===== src/rtl/i2cmon_pkg.sv =====
// Shared definitions for the I2C monitor: event codes, FSM encodings and record header layout.
package i2cmon_pkg;

    typedef enum logic [1:0] {
        EV_START  = 2'b00,
        EV_RSTART = 2'b01,
        EV_BYTE   = 2'b10,
        EV_STOP   = 2'b11
    } ev_t;

    localparam logic [0:0] ST_IDLE   = 1'b0;
    localparam logic [0:0] ST_ACTIVE = 1'b1;

    // Record header sits above the delta field: {type, ack, lost, 4'b0, byte}
    typedef struct packed {
        ev_t        ev;
        logic       ack;
        logic       lost;
        logic [3:0] rsvd;
        logic [7:0] data;
    } rec_hdr_t;

    localparam int unsigned REC_HDR_W = $bits(rec_hdr_t);

endpackage


===== src/rtl/i2c_event_timestamper_if.sv =====
// Bus bundle for the event timestamper: decoder events, time counter link and record output.
interface i2c_event_timestamper_if #(
    parameter int unsigned TS_W   = 32,
    parameter int unsigned DROP_W = 8
);
    logic              i_arm;
    logic              i_start;
    logic              i_stop;
    logic              i_byte_vld;
    logic [7:0]        i_byte;
    logic              i_ack;
    logic              o_cnt_res;
    logic              o_cnt_en;
    logic [TS_W-1:0]   i_cnt_val;
    logic              o_rec_valid;
    logic              i_rec_ready;
    logic [TS_W+15:0]  o_rec_data;
    logic [DROP_W-1:0] o_drop_cnt;

    modport master (
        output i_arm, i_start, i_stop, i_byte_vld, i_byte, i_ack, i_cnt_val, i_rec_ready,
        input  o_cnt_res, o_cnt_en, o_rec_valid, o_rec_data, o_drop_cnt
    );

    modport slave (
        input  i_arm, i_start, i_stop, i_byte_vld, i_byte, i_ack, i_cnt_val, i_rec_ready,
        output o_cnt_res, o_cnt_en, o_rec_valid, o_rec_data, o_drop_cnt
    );
endinterface


===== src/rtl/ts_rec_fifo.sv =====
// Two-entry record FIFO; head entry is a register driven straight to the output.
module ts_rec_fifo #(
    parameter int unsigned W = 48
) (
    input  logic         clk,
    input  logic         rst,
    input  logic         wr_en,
    input  logic [W-1:0] wr_data,
    input  logic         rd_en,
    output logic         full,
    output logic         rd_valid,
    output logic [W-1:0] rd_data
);

    logic [W-1:0] slot0, slot1, slot0_next, slot1_next;
    logic         v0, v1, v0_next, v1_next;

    // Pop shifts the tail into the head, then a write lands in the first free slot
    always_comb begin
        slot0_next = slot0;
        slot1_next = slot1;
        v0_next    = v0;
        v1_next    = v1;
        if (rd_en && v0) begin
            if (v1) begin
                slot0_next = slot1;
            end
            v0_next = v1;
            v1_next = 1'b0;
        end
        if (wr_en) begin
            if (!v0_next) begin
                slot0_next = wr_data;
                v0_next    = 1'b1;
            end else if (!v1_next) begin
                slot1_next = wr_data;
                v1_next    = 1'b1;
            end
        end
    end

    always_ff @(posedge clk) begin
        if (rst) begin
            slot0 <= '0;
            slot1 <= '0;
            v0    <= 1'b0;
            v1    <= 1'b0;
        end else begin
            slot0 <= slot0_next;
            slot1 <= slot1_next;
            v0    <= v0_next;
            v1    <= v1_next;
        end
    end

    assign full     = v1;
    assign rd_valid = v0;
    assign rd_data  = slot0;

endmodule


===== src/rtl/i2c_event_timestamper.sv =====
// Sequences the I2C monitor time counter and turns decoded bus events into timestamped records.
module i2c_event_timestamper
    import i2cmon_pkg::*;
#(
    parameter int unsigned TS_W   = 32,
    parameter int unsigned DROP_W = 8
) (
    input logic                    i_clk,
    input logic                    i_res,
    i2c_event_timestamper_if.slave bus
);

    localparam int unsigned REC_W = TS_W + REC_HDR_W;
    localparam int unsigned SUM_W = DROP_W + 1;

    logic [0:0]        state, state_next;
    logic              pend_vld, pend_vld_next;
    ev_t               pend_ev, pend_ev_next;
    logic              lost, lost_next;
    logic              cnt_res, cnt_res_next;
    logic              cnt_en, cnt_en_next;
    logic [DROP_W-1:0] drop_cnt, drop_cnt_next;
    logic [SUM_W-1:0]  drop_sum;
    logic [1:0]        drop_inc;

    logic              new_vld, new_pend;
    ev_t               new_ev, new_pend_ev;
    logic              new_ack;
    logic [7:0]        new_byte;
    logic [TS_W-1:0]   new_delta;

    logic              rec_want, wr_ok, pop;
    rec_hdr_t          rec_hdr;
    logic [TS_W-1:0]   rec_delta;
    logic              fifo_full, fifo_valid;
    logic [REC_W-1:0]  fifo_data;

    assign pop = fifo_valid && bus.i_rec_ready;

    // Next-state, event decode, pending slot, drop accounting and counter control
    always_comb begin
        state_next    = state;
        pend_vld_next = 1'b0;
        pend_ev_next  = pend_ev;
        new_vld       = 1'b0;
        new_ev        = EV_START;
        new_ack       = 1'b0;
        new_byte      = '0;
        new_delta     = '0;
        new_pend      = 1'b0;
        new_pend_ev   = EV_STOP;
        rec_want      = 1'b0;
        rec_hdr       = '0;
        rec_delta     = '0;
        drop_inc      = 2'd0;

        if (!bus.i_arm) begin
            state_next = ST_IDLE;
        end else begin
            case (state)
                ST_IDLE: begin
                    if (bus.i_start && !bus.i_stop) begin
                        new_vld    = 1'b1;
                        new_ev     = EV_START;
                        state_next = ST_ACTIVE;
                    end
                end
                default: begin
                    if (bus.i_byte_vld) begin
                        new_vld   = 1'b1;
                        new_ev    = EV_BYTE;
                        new_ack   = bus.i_ack;
                        new_byte  = bus.i_byte;
                        new_delta = bus.i_cnt_val;
                        if (bus.i_stop) begin
                            new_pend    = 1'b1;
                            new_pend_ev = EV_STOP;
                            state_next  = ST_IDLE;
                        end else if (bus.i_start) begin
                            new_pend    = 1'b1;
                            new_pend_ev = EV_RSTART;
                        end
                    end else if (bus.i_stop) begin
                        new_vld    = 1'b1;
                        new_ev     = EV_STOP;
                        new_delta  = bus.i_cnt_val;
                        state_next = ST_IDLE;
                    end else if (bus.i_start) begin
                        new_vld   = 1'b1;
                        new_ev    = EV_RSTART;
                        new_delta = bus.i_cnt_val;
                    end
                end
            endcase

            // A held start/stop owns this cycle's write slot; any fresh event is lost
            if (pend_vld) begin
                rec_want   = 1'b1;
                rec_hdr.ev = pend_ev;
                if (new_vld) begin
                    drop_inc = 2'd1;
                end
            end else begin
                rec_want      = new_vld;
                rec_hdr.ev    = new_ev;
                rec_hdr.ack   = new_ack;
                rec_hdr.data  = new_byte;
                rec_delta     = new_delta;
                pend_vld_next = new_pend;
                pend_ev_next  = new_pend_ev;
            end
        end

        rec_hdr.lost = lost;
        wr_ok        = rec_want && (!fifo_full || pop);
        if (rec_want && !wr_ok) begin
            drop_inc = drop_inc + 2'd1;
        end

        lost_next     = (wr_ok ? 1'b0 : lost) || (drop_inc != 2'd0);
        drop_sum      = {1'b0, drop_cnt} + SUM_W'(drop_inc);
        drop_cnt_next = drop_sum[DROP_W] ? '1 : drop_sum[DROP_W-1:0];

        cnt_en_next  = (state_next == ST_ACTIVE);
        cnt_res_next = (state_next == ST_IDLE) || new_vld;
    end

    always_ff @(posedge i_clk) begin
        if (i_res) begin
            state    <= ST_IDLE;
            pend_vld <= 1'b0;
            pend_ev  <= EV_START;
            lost     <= 1'b0;
            cnt_res  <= 1'b1;
            cnt_en   <= 1'b0;
            drop_cnt <= '0;
        end else begin
            state    <= state_next;
            pend_vld <= pend_vld_next;
            pend_ev  <= pend_ev_next;
            lost     <= lost_next;
            cnt_res  <= cnt_res_next;
            cnt_en   <= cnt_en_next;
            drop_cnt <= drop_cnt_next;
        end
    end

    ts_rec_fifo #(
        .W(REC_W)
    ) u_fifo (
        .clk     (i_clk),
        .rst     (i_res),
        .wr_en   (wr_ok),
        .wr_data ({rec_hdr, rec_delta}),
        .rd_en   (pop),
        .full    (fifo_full),
        .rd_valid(fifo_valid),
        .rd_data (fifo_data)
    );

    assign bus.o_cnt_res   = cnt_res;
    assign bus.o_cnt_en    = cnt_en;
    assign bus.o_rec_valid = fifo_valid;
    assign bus.o_rec_data  = fifo_data;
    assign bus.o_drop_cnt  = drop_cnt;

endmodule

===== src/flat_wrapper.sv =====
// flat-port wrapper written by rule: the top's interface ports become plain ports
module i2c_event_timestamper_flat import i2cmon_pkg::*;
#(
    parameter int unsigned TS_W   = 32,
    parameter int unsigned DROP_W = 8
)
  (i_clk, i_res, bus_i_arm, bus_i_start, bus_i_stop, bus_i_byte_vld, bus_i_byte, bus_i_ack, bus_i_cnt_val, bus_i_rec_ready, bus_o_cnt_res, bus_o_cnt_en, bus_o_rec_valid, bus_o_rec_data, bus_o_drop_cnt);
  i2c_event_timestamper_if #(.TS_W(TS_W), .DROP_W(DROP_W)) bus_i ();
  input logic i_clk;
  input logic i_res;
  input wire logic [$bits(bus_i.i_arm)-1:0] bus_i_arm;
  input wire logic [$bits(bus_i.i_start)-1:0] bus_i_start;
  input wire logic [$bits(bus_i.i_stop)-1:0] bus_i_stop;
  input wire logic [$bits(bus_i.i_byte_vld)-1:0] bus_i_byte_vld;
  input wire logic [$bits(bus_i.i_byte)-1:0] bus_i_byte;
  input wire logic [$bits(bus_i.i_ack)-1:0] bus_i_ack;
  input wire logic [$bits(bus_i.i_cnt_val)-1:0] bus_i_cnt_val;
  input wire logic [$bits(bus_i.i_rec_ready)-1:0] bus_i_rec_ready;
  output wire logic [$bits(bus_i.o_cnt_res)-1:0] bus_o_cnt_res;
  output wire logic [$bits(bus_i.o_cnt_en)-1:0] bus_o_cnt_en;
  output wire logic [$bits(bus_i.o_rec_valid)-1:0] bus_o_rec_valid;
  output wire logic [$bits(bus_i.o_rec_data)-1:0] bus_o_rec_data;
  output wire logic [$bits(bus_i.o_drop_cnt)-1:0] bus_o_drop_cnt;
  assign bus_i.i_arm = bus_i_arm;
  assign bus_i.i_start = bus_i_start;
  assign bus_i.i_stop = bus_i_stop;
  assign bus_i.i_byte_vld = bus_i_byte_vld;
  assign bus_i.i_byte = bus_i_byte;
  assign bus_i.i_ack = bus_i_ack;
  assign bus_i.i_cnt_val = bus_i_cnt_val;
  assign bus_i.i_rec_ready = bus_i_rec_ready;
  assign bus_o_cnt_res = bus_i.o_cnt_res;
  assign bus_o_cnt_en = bus_i.o_cnt_en;
  assign bus_o_rec_valid = bus_i.o_rec_valid;
  assign bus_o_rec_data = bus_i.o_rec_data;
  assign bus_o_drop_cnt = bus_i.o_drop_cnt;
  i2c_event_timestamper #(.TS_W(TS_W), .DROP_W(DROP_W)) u_core (.i_clk(i_clk), .i_res(i_res), .bus(bus_i));
endmodule

===== config.mk =====
export PLATFORM = sky130hd
export DESIGN_NAME = i2c_event_timestamper_flat
export DESIGN_NICKNAME = d
export VERILOG_FILES = /design/src/rtl/i2cmon_pkg.sv /design/src/rtl/i2c_event_timestamper_if.sv /design/src/rtl/ts_rec_fifo.sv /design/src/rtl/i2c_event_timestamper.sv /design/src/flat_wrapper.sv
export SDC_FILE = /design/constraint.sdc
export NUM_CORES = 1
export LEC_CHECK = 0
export CORE_MARGIN = 2
export CORE_UTILIZATION = 40
export DETAILED_ROUTE_END_ITERATION = 16
export HOLD_SLACK_MARGIN = 0.1
export PLACE_DENSITY = 0.65
export SYNTH_ARGS = -nofsm -noshare
export SYNTH_HDL_FRONTEND = slang
export SYNTH_SLANG_ARGS = --single-unit

===== constraint.sdc =====
create_clock -name i_clk -period 3.8 [get_ports i_clk]
set_input_delay 0.76 -clock i_clk [delete_from_list [all_inputs] [get_ports i_clk]]
set_output_delay 0.76 -clock i_clk [all_outputs]
set_load 0.01 [all_outputs]

==> results of run 1 <==
==> layout make-up <==
class,instances,area [sq um]
Clock buffer,11,242.7
Sequential cell,108,2162
Inverter,6,22.52
Clock inverter,5,75.07
Fill cell,1192,6046
Multi-Input combinational cell,343,2592
Tap cell,172,215.2
Timing Repair Buffer,118,1161
==> worst max-delay path: stages <==
cell,delay [ns]
clkdlybuf4s50_1,0.48
o21a_2,0.29
o31a_2,0.35
nand2_1,0.09
ha_1,0.24
ha_1,0.22
fa_1,0.45
and3_1,0.20
nand3_1,0.21
a21oi_1,0.10
==> where the power goes <==
group	switching (uW)	internal, uW	leakage, uW
clock	412	593	0.000159
combinational	158	144	0.00136
sequential	18.4	1160	0.000876
==> registers in the layout, indices dropped and copies added (netlist names), 2 cells and up <==
signal and cells:
u_core.pend_ev 2, u_core.u_fifo.slot1 44, u_core.u_fifo.rd_data 48, u_core.bus.o_drop_cnt 8
==> cell families after synthesis <==
logic type,count (synthesis)
compound gates,195
xor+xnor,3
fa+ha+maj,5
buf+inv,64
flops,108
mux,45
simple gates,95
==> cell usage in the layout (no fill, tap or decap), types with 2 or more instances in the layout <==
master / instances
dfxtp_1: 108
clkdlybuf4s50_1: 105
a21oi_1: 54
a211oi_1: 47
o21ai_0: 45
mux2i_1: 45
nand4_1: 42
a211oi_2: 40
buf_4: 12
nor2_1: 10
clkbuf_16: 9
nand3_1: 8
nor3_1: 7
inv_1: 6
nand2_1: 5
nor3b_1: 4
ha_1: 4
nand2b_1: 3
and3_1: 3
xnor2_1: 3
clkinv_2: 3
nor2b_1: 2
bufinv_16: 2
==> path summary, 6_finish.rpt <==
check                             end  slack, ns  depth (start not counted)
min reg2reg   u_core.u_fifo.slot1[20]       0.48                          2
max reg2reg  u_core.bus.o_drop_cnt[3]       1.20                          9
min           u_core.u_fifo.slot1[20]       0.48                          2
max          u_core.bus.o_drop_cnt[3]       0.60                         10
==> through the flow <==
step / cells / hold slack (ns) / setup WS [ns] / area, sq um
final: 763 / 0.4757 / 0.5980 / 6471
after global routing: 763 / 0.4908 / 0.4627 / 6471
after CTS: 763 / 0.4754 / 0.6094 / 6471
after detailed placement: 747 / 0.4657 / 0.2530 / 6153
after global placement: 747 / 0.4600 / 0.3182 / 6153
after floorplan: 515 / 0.4399 / 0.6280 / 5072
==> layer usage <==
layer | global-route usage | part of all wire | vias to the layer above
met3 | 0.03062 | 0.045 | 19
met2 | 0.3360 | 0.48 | 128
met4 | 0.08078 | 0.014 | 0
met5 | 0 | 0 | -
li1 | - | - | 2100
met1 | 0.2502 | 0.46 | 2133
==> run metrics, run 1 <==
status=finished, final reports clean; power density over the cells=384.4 nW/um^2; Worst-Skew Late Latency=0.34 ns; EDFF count, synth=0; largest family of logic cells by synthesized area=compound AO/OA/AOI/OAI gates; post-synthesis mux area share=0.08880; DIE WIDTH=116.6 microns; Total GRT Usage=0.1973; number of CTS-inserted buffers=9; total power=2488 uW; Yosys reg bits=108; # clock sinks=108; drc violations=0; Syn Inst Count=515; io pins=107; CP Max Fanout=6; Slew HR=0.3503; Worst Path Required=3.98 ns; CTS tree=built; share of the synthesized area in the top cell type=0.4262; clk buf depth=2; syn avg cell area=9.849 sq um; synth unique cells=42; clk_skew=0.005943 ns; Syn. warnings=0; Worst-path clk slew=0.07 ns; first-pass GRT wire length=21,400 microns; Routed Antenna Nets=0; final setup violation count=0; most frequent cell after synthesis=dfxtp_1; CP Class=primary input to register; initial antenna violation count=0; Post-Syn Area=5072 sq um; post-synthesis adder-cell area fraction=0.01381; CP startpoint kind=primary input; sequential share of the synthesized area=0.4262; fraction of layout cells with a size suffix above 1=0.1354; Area contributors post-synth=dfxtp_1 (43%), a211oi_2 (9.9%), mux2i_1 (8.9%); Compound-Gate Fraction of Synth Area=0.2856; ant diodes=0; Synth Area in XOR/XNOR=0.005180; worst vdd ir=0.2142 mV; setup bufs post-CTS=0; HP Start=u_core.u_fifo.slot1[20]; Final Hold Viols=0; routed len/inst=17.54 microns; synth cell count leaders=dfxtp_1 (108), a21oi_1 (54), a211oi_1 (47); Max Cap Viol=0; Root Buffer=clkbuf_16; CTS H-tree lvls=3; Core ar.=12,520 sq um; WP data arrival=3.38 ns; RR Startpoint=u_core.state; Post-Synth Simple-Gate Area=0.1117; HP Class=register to register; DRT iter0 DRCs=369; post-layout util=0.5170; largest net degree at the start of global routing=77; Setup TNS=0 ns; cell row count=41; Die Area=13,600 sq um; Buffers on Ports=106; asr flop ratio synth=0; largest area contributor in the netlist=dfxtp_1; 1st-pass router iterations=5; Worst setup EP type=register; Pleak=0.002399 uW; P&R area growth vs syn=27.58%; number of global-route vias before repair=4,372; crit share post-route=0.8426; post-layout minimum cycle time=3.202 ns; worst-margin pin slew=0.9745 ns; Synth Net Count=568; via count=4,380; Vias/cell=5.740; leading register cell type out of synthesis=dfxtp_1; grt ovf=0; Crit. Startpoint=bus_i_stop; hold buffer count at cts=0; layout net count=639; DP HPWL=7873 microns; fmax=0.3123 GHz; die height=116.6 microns; Placer Congestion=0.7875; Initial Util=0.4052; unrepaired setup endpoints after global routing=false; fin. max-slew vios=0; Routed WL=13,390 microns; PostCTS Resize Cnt=0
Power figures use the tool's default switching activity.
==> run 2: changes to the inputs <==
==> constraint.sdc (replaced) <==
create_clock -name i_clk -period 3.3 [get_ports i_clk]
set_input_delay 0.66 -clock i_clk [delete_from_list [all_inputs] [get_ports i_clk]]
set_output_delay 0.66 -clock i_clk [all_outputs]
set_load 0.01 [all_outputs]
==> run metrics, run 2 (synthesized netlist as in run 1, its figures left out) <==
status=finished, final reports clean; CP max-delay cell=clkdlybuf4s50_1; Vias/cell=5.699; Pleak=0.002411 uW; setup bufs post-CTS=0; number of global-route vias before repair=4,209; via count=4,388; Die Area=13,600 sq um; Hold Path Depth=2; Placer Congestion=0.7796; Buffers on Ports=106; initial antenna violation count=0; Root Buffer=clkbuf_16; Initial Util=0.4052; grt ovf=0; Final Hold Viols=0; largest net degree at the start of global routing=83; DRT iter0 DRCs=390; clk buf depth=2; total power=2786 uW; DIE WIDTH=116.6 microns; Slew HR=0.2739; number of CTS-inserted buffers=9; Total GRT Usage=0.1982; worst vdd ir=0.2433 mV; CTS tree=built; CP Class=primary input to register; post-layout minimum cycle time=3.012 ns; Routed Antenna Nets=0; FF+latch area=2162 sq um; Cell Chain, Critical Path=clkdlybuf4s50_1, o21a_2, o31a_2, nand2_1, ha_1, ha_1, fa_1, and3_1, nand3_1, a21oi_1; most common cell after layout, fill and taps aside=dfxtp_1; Crit path largest cell delay=0.46 ns; worst-margin pin slew=1.089 ns; Routed WL=13,550 microns; final setup violation count=0; worst setup margin=0.2878 ns; max reg flops=48; Worst Path Required=3.49 ns; io pins=107; drc violations=0; fraction of layout cells with a size suffix above 1=0.1472; routed len/inst=17.60 microns; FILL cells=1,173; first-pass GRT wire length=21,150 microns; Reg2Reg Depth=9; P&R area growth vs syn=28.12%; Worst-path clk slew=0.07 ns; Worst-Skew Late Latency=0.35 ns; die height=116.6 microns; Worst setup EP type=register; fin. max-slew vios=0; # clock sinks=108; Setup TNS=0 ns; Max Cap Viol=0; WP data arrival=3.20 ns; Multi-input gate area=2592 sq um; Most common cell on crit path=ha_1; HP Class=register to register; clk_skew=0.003931 ns; CTS H-tree lvls=3; DP Worst Slack=-0.07710 ns; CP startpoint kind=primary input; cell row count=41; PostCTS Resize Cnt=0; Core ar.=12,520 sq um; power density over the cells=428.6 nW/um^2; CP Max Fanout=5; 1st-pass router iterations=4; most frequent cells in the layout=dfxtp_1 (108), clkdlybuf4s50_1 (105), a21oi_1 (54), a211oi_1 (47); fmax=0.3320 GHz; crit share post-route=0.9128; hold buffer count at cts=0; unrepaired setup endpoints after global routing=false; DP HPWL=8262 microns; layout net count=646; ant diodes=0
[run 2: path summary, 6_finish.rpt]
path / start / to / slack, ns
worst max-delay path: bus_i_stop / u_core.bus.o_drop_cnt[2] / 0.29
worst min register to register: u_core.u_fifo.slot1[25] / u_core.u_fifo.slot1[25] / 0.47
worst max register to register: u_core.state / u_core.bus.o_drop_cnt[2] / 0.78
worst min-delay path: u_core.u_fifo.slot1[25] / u_core.u_fifo.slot1[25] / 0.47
[run 2: layer usage]
metal / part of all wire / global-route usage / wire length (microns)
met5: 0 / 0 / 0
met4: 0.017 / 0.07529 / 232
met3: 0.045 / 0.03269 / 609
met2: 0.48 / 0.3252 / 6552
met1: 0.45 / 0.2630 / 6157
[run 2: power by group]
part / leakage, uW / internal [uW] / switching [uW]
Sequential: 0.000876 / 1340 / 21.3
Combinational: 0.00140 / 170 / 183
Clock: 0.000137 / 584 / 489
[run 2: final cells by class]
class	count	share of cell area
multi-input combinational	343	0.3989
clock inverter	7	0.01040
timing repair buffer	125	0.1868
tap	172	0.03312
sequential	108	0.3327
clock buffer	9	0.03466
inverter	6	0.003466
[run 2: through the flow]
stage	hold slack, ns	utilization	std cells	instance area [sq um]
2_1_floorplan	0.4399	-	515	5072
3_3_place_gp	0.4597	0.4958	754	6206
3_5_place_dp	0.4667	0.4958	754	6206
4_1_cts	0.4768	0.5192	770	6499
5_1_grt	0.4946	0.5192	770	6499
6_report	0.4746	0.5192	770	6499
[run 2: critical path: cells and delay by family]
family,cells,cell delay [ns]
compound gates,3,0.69
fa+ha+maj,3,0.90
simple gates,3,0.48
buf+inv,1,0.46
==> run 3: changes to the inputs <==
--- a/config.mk
+++ b/config.mk
@@ -8,6 +8,7 @@
 export CORE_MARGIN = 2
 export CORE_UTILIZATION = 40
 export DETAILED_ROUTE_END_ITERATION = 16
+export GPL_TIMING_DRIVEN = 0
 export HOLD_SLACK_MARGIN = 0.1
 export PLACE_DENSITY = 0.65
 export SYNTH_ARGS = -nofsm -noshare
==> run metrics, run 3 (synthesized netlist as in run 1, its figures left out) <==
most frequent cells in the layout=dfxtp_1 (108), clkdlybuf4s50_1 (103), a21oi_1 (54), a211oi_1 (47); most common cell after layout, fill and taps aside=dfxtp_1; Root Buffer=clkbuf_16; first-pass GRT wire length=23,020 microns; FF-to-FF setup slack=0.57 ns; grt ovf=0; CTS tree=built; Hold Path Depth=2; Worst setup EP type=register; Non-Filler Instances=807; WL met3=696 microns; clk buf depth=2; P&R area growth vs syn=31.08%; fin. max-slew vios=0; worst vdd ir=0.2020 mV; Multi-input gate area=2574 sq um; hold buffer count at cts=0; worst-margin pin slew=0.7970 ns; DRT iter0 DRCs=257; Core ar.=12,520 sq um; Cell Chain, Critical Path=clkdlybuf4s50_1, o21a_4, o31a_1, buf_6, nand2_1, ha_1, ha_1, fa_1, and3_1, a31oi_1, nor3_1; worst hold slack=0.4778 ns; Reg2Reg Depth=10; HP Class=register to register; Vias/cell=5.689; layout net count=684; FF+latch area=2162 sq um; unrepaired setup endpoints after global routing=false; CP Max Fanout=19; initial antenna violation count=0; Placer Congestion=0.8262; post-layout minimum cycle time=3.120 ns; clk_skew=0.009699 ns; Worst Path Buf+Inv=2; Die Area=13,600 sq um; cell row count=41; Max Cap Viol=0; FILL cells=1,180; Worst-path clk slew=0.07 ns; Slew HR=0.4687; 1st-pass router iterations=5; WP data arrival=3.32 ns; via count=4,591; number of CTS-inserted buffers=9; CP max-delay cell=clkdlybuf4s50_1; Initial Util=0.4052; CP Class=primary input to register; largest net degree at the start of global routing=20; met2 WL=7001 microns; drc violations=0; power density over the cells=420.0 nW/um^2; Crit path largest cell delay=0.47 ns; Setup TNS=0 ns; io pins=107; worst setup margin=0.1798 ns; DIE WIDTH=116.6 microns; # clock sinks=108; Pleak=0.002484 uW; die height=116.6 microns; CP startpoint kind=primary input; ant diodes=0; DP Worst Slack=-0.7841 ns; status=finished, final reports clean; top layer in use=met4; CTS H-tree lvls=3; Most common cell on crit path=ha_1; Routed WL=14,560 microns; DP HPWL=10,340 microns; Worst Path Required=3.50 ns; delay-heaviest family, CP=adder cells; Worst-Skew Late Latency=0.35 ns; met1 wire length=6577 microns; routed len/inst=18.04 microns; Final Hold Viols=0; crit share post-route=0.9455; WP depth=11; final setup violation count=0; number of global-route vias before repair=4,448; fmax=0.3205 GHz; Total GRT Usage=0.2167; Routed Antenna Nets=0; post-layout util=0.5312; max reg flops=48; fraction of layout cells with a size suffix above 1=0.1307; dpl cells=791; Buffers on Ports=104
[run 3: changes by cell type in the layout (fill, tap and decap cells not counted), sizes merged]
cell,previous run,this run
clkbuf,9,46
buf,20,27
clkinvlp,3,0
clkdlybuf4s50,105,103
clkinv,3,1
bufinv,1,0
dlymetal6s2s,0,1
[run 3: area by class of cell]
cell class / instances / share of cell area
clock inverter: 1 / 0.0007527
sequential: 108 / 0.3252
clock buffer: 14 / 0.04272
buffer: 57 / 0.04930
tap: 172 / 0.03237
inverter: 6 / 0.003387
timing repair buffer: 106 / 0.1592
multi-input combinational: 343 / 0.3871
[run 3: routing by layer]
layer | GRT usage | vias up
met5 | 0 | -
met4 | 0.07137 | 0
met3 | 0.04567 | 25
met2 | 0.3550 | 131
met1 | 0.2863 | 2238
li1 | - | 2197
[run 3: stage by stage]
step / instance area [sq um] / total power (uW)
after CTS: 6616 / 2803
after detailed placement: 6329 / 1759
after global routing: 6649 / 2887
after floorplan: 5072 / 1572
after global placement: 6329 / 1752
final: 6649 / 2793
[run 3: report_power, final]
part	internal [uW]	total (uW)	leakage, uW	switching (uW)
clock	590	1060	0.000145	470
combinational	180	372	0.00146	192
sequential	1340	1360	0.000876	21.2
total	2110	2790	0.00248	683
[run 3: final timing paths]
check                                from                       end
hold reg to reg   u_core.u_fifo.slot1[47]   u_core.u_fifo.slot1[47]
setup reg to reg             u_core.state  u_core.bus.o_drop_cnt[6]
setup / recovery           bus_i_byte_vld  u_core.bus.o_drop_cnt[6]
hold / removal    u_core.u_fifo.slot1[47]   u_core.u_fifo.slot1[47]
[run 3: timing repair]
item,4_1_cts,5_1_grt
buffers inserted,0,2
setup endpoints to repair,8,8
resized for setup,1,4
[run 3: worst reg2reg max path, stage by stage (launching register included)]
cell and delay [ns]:
dfxtp_1 0.46, o21a_4 0.22, o31a_1 0.17, buf_6 0.20, nand2_1 0.12, ha_1 0.32
ha_1 0.22, fa_1 0.44, and3_1 0.22, a31oi_1 0.17, nor3_1 0.05
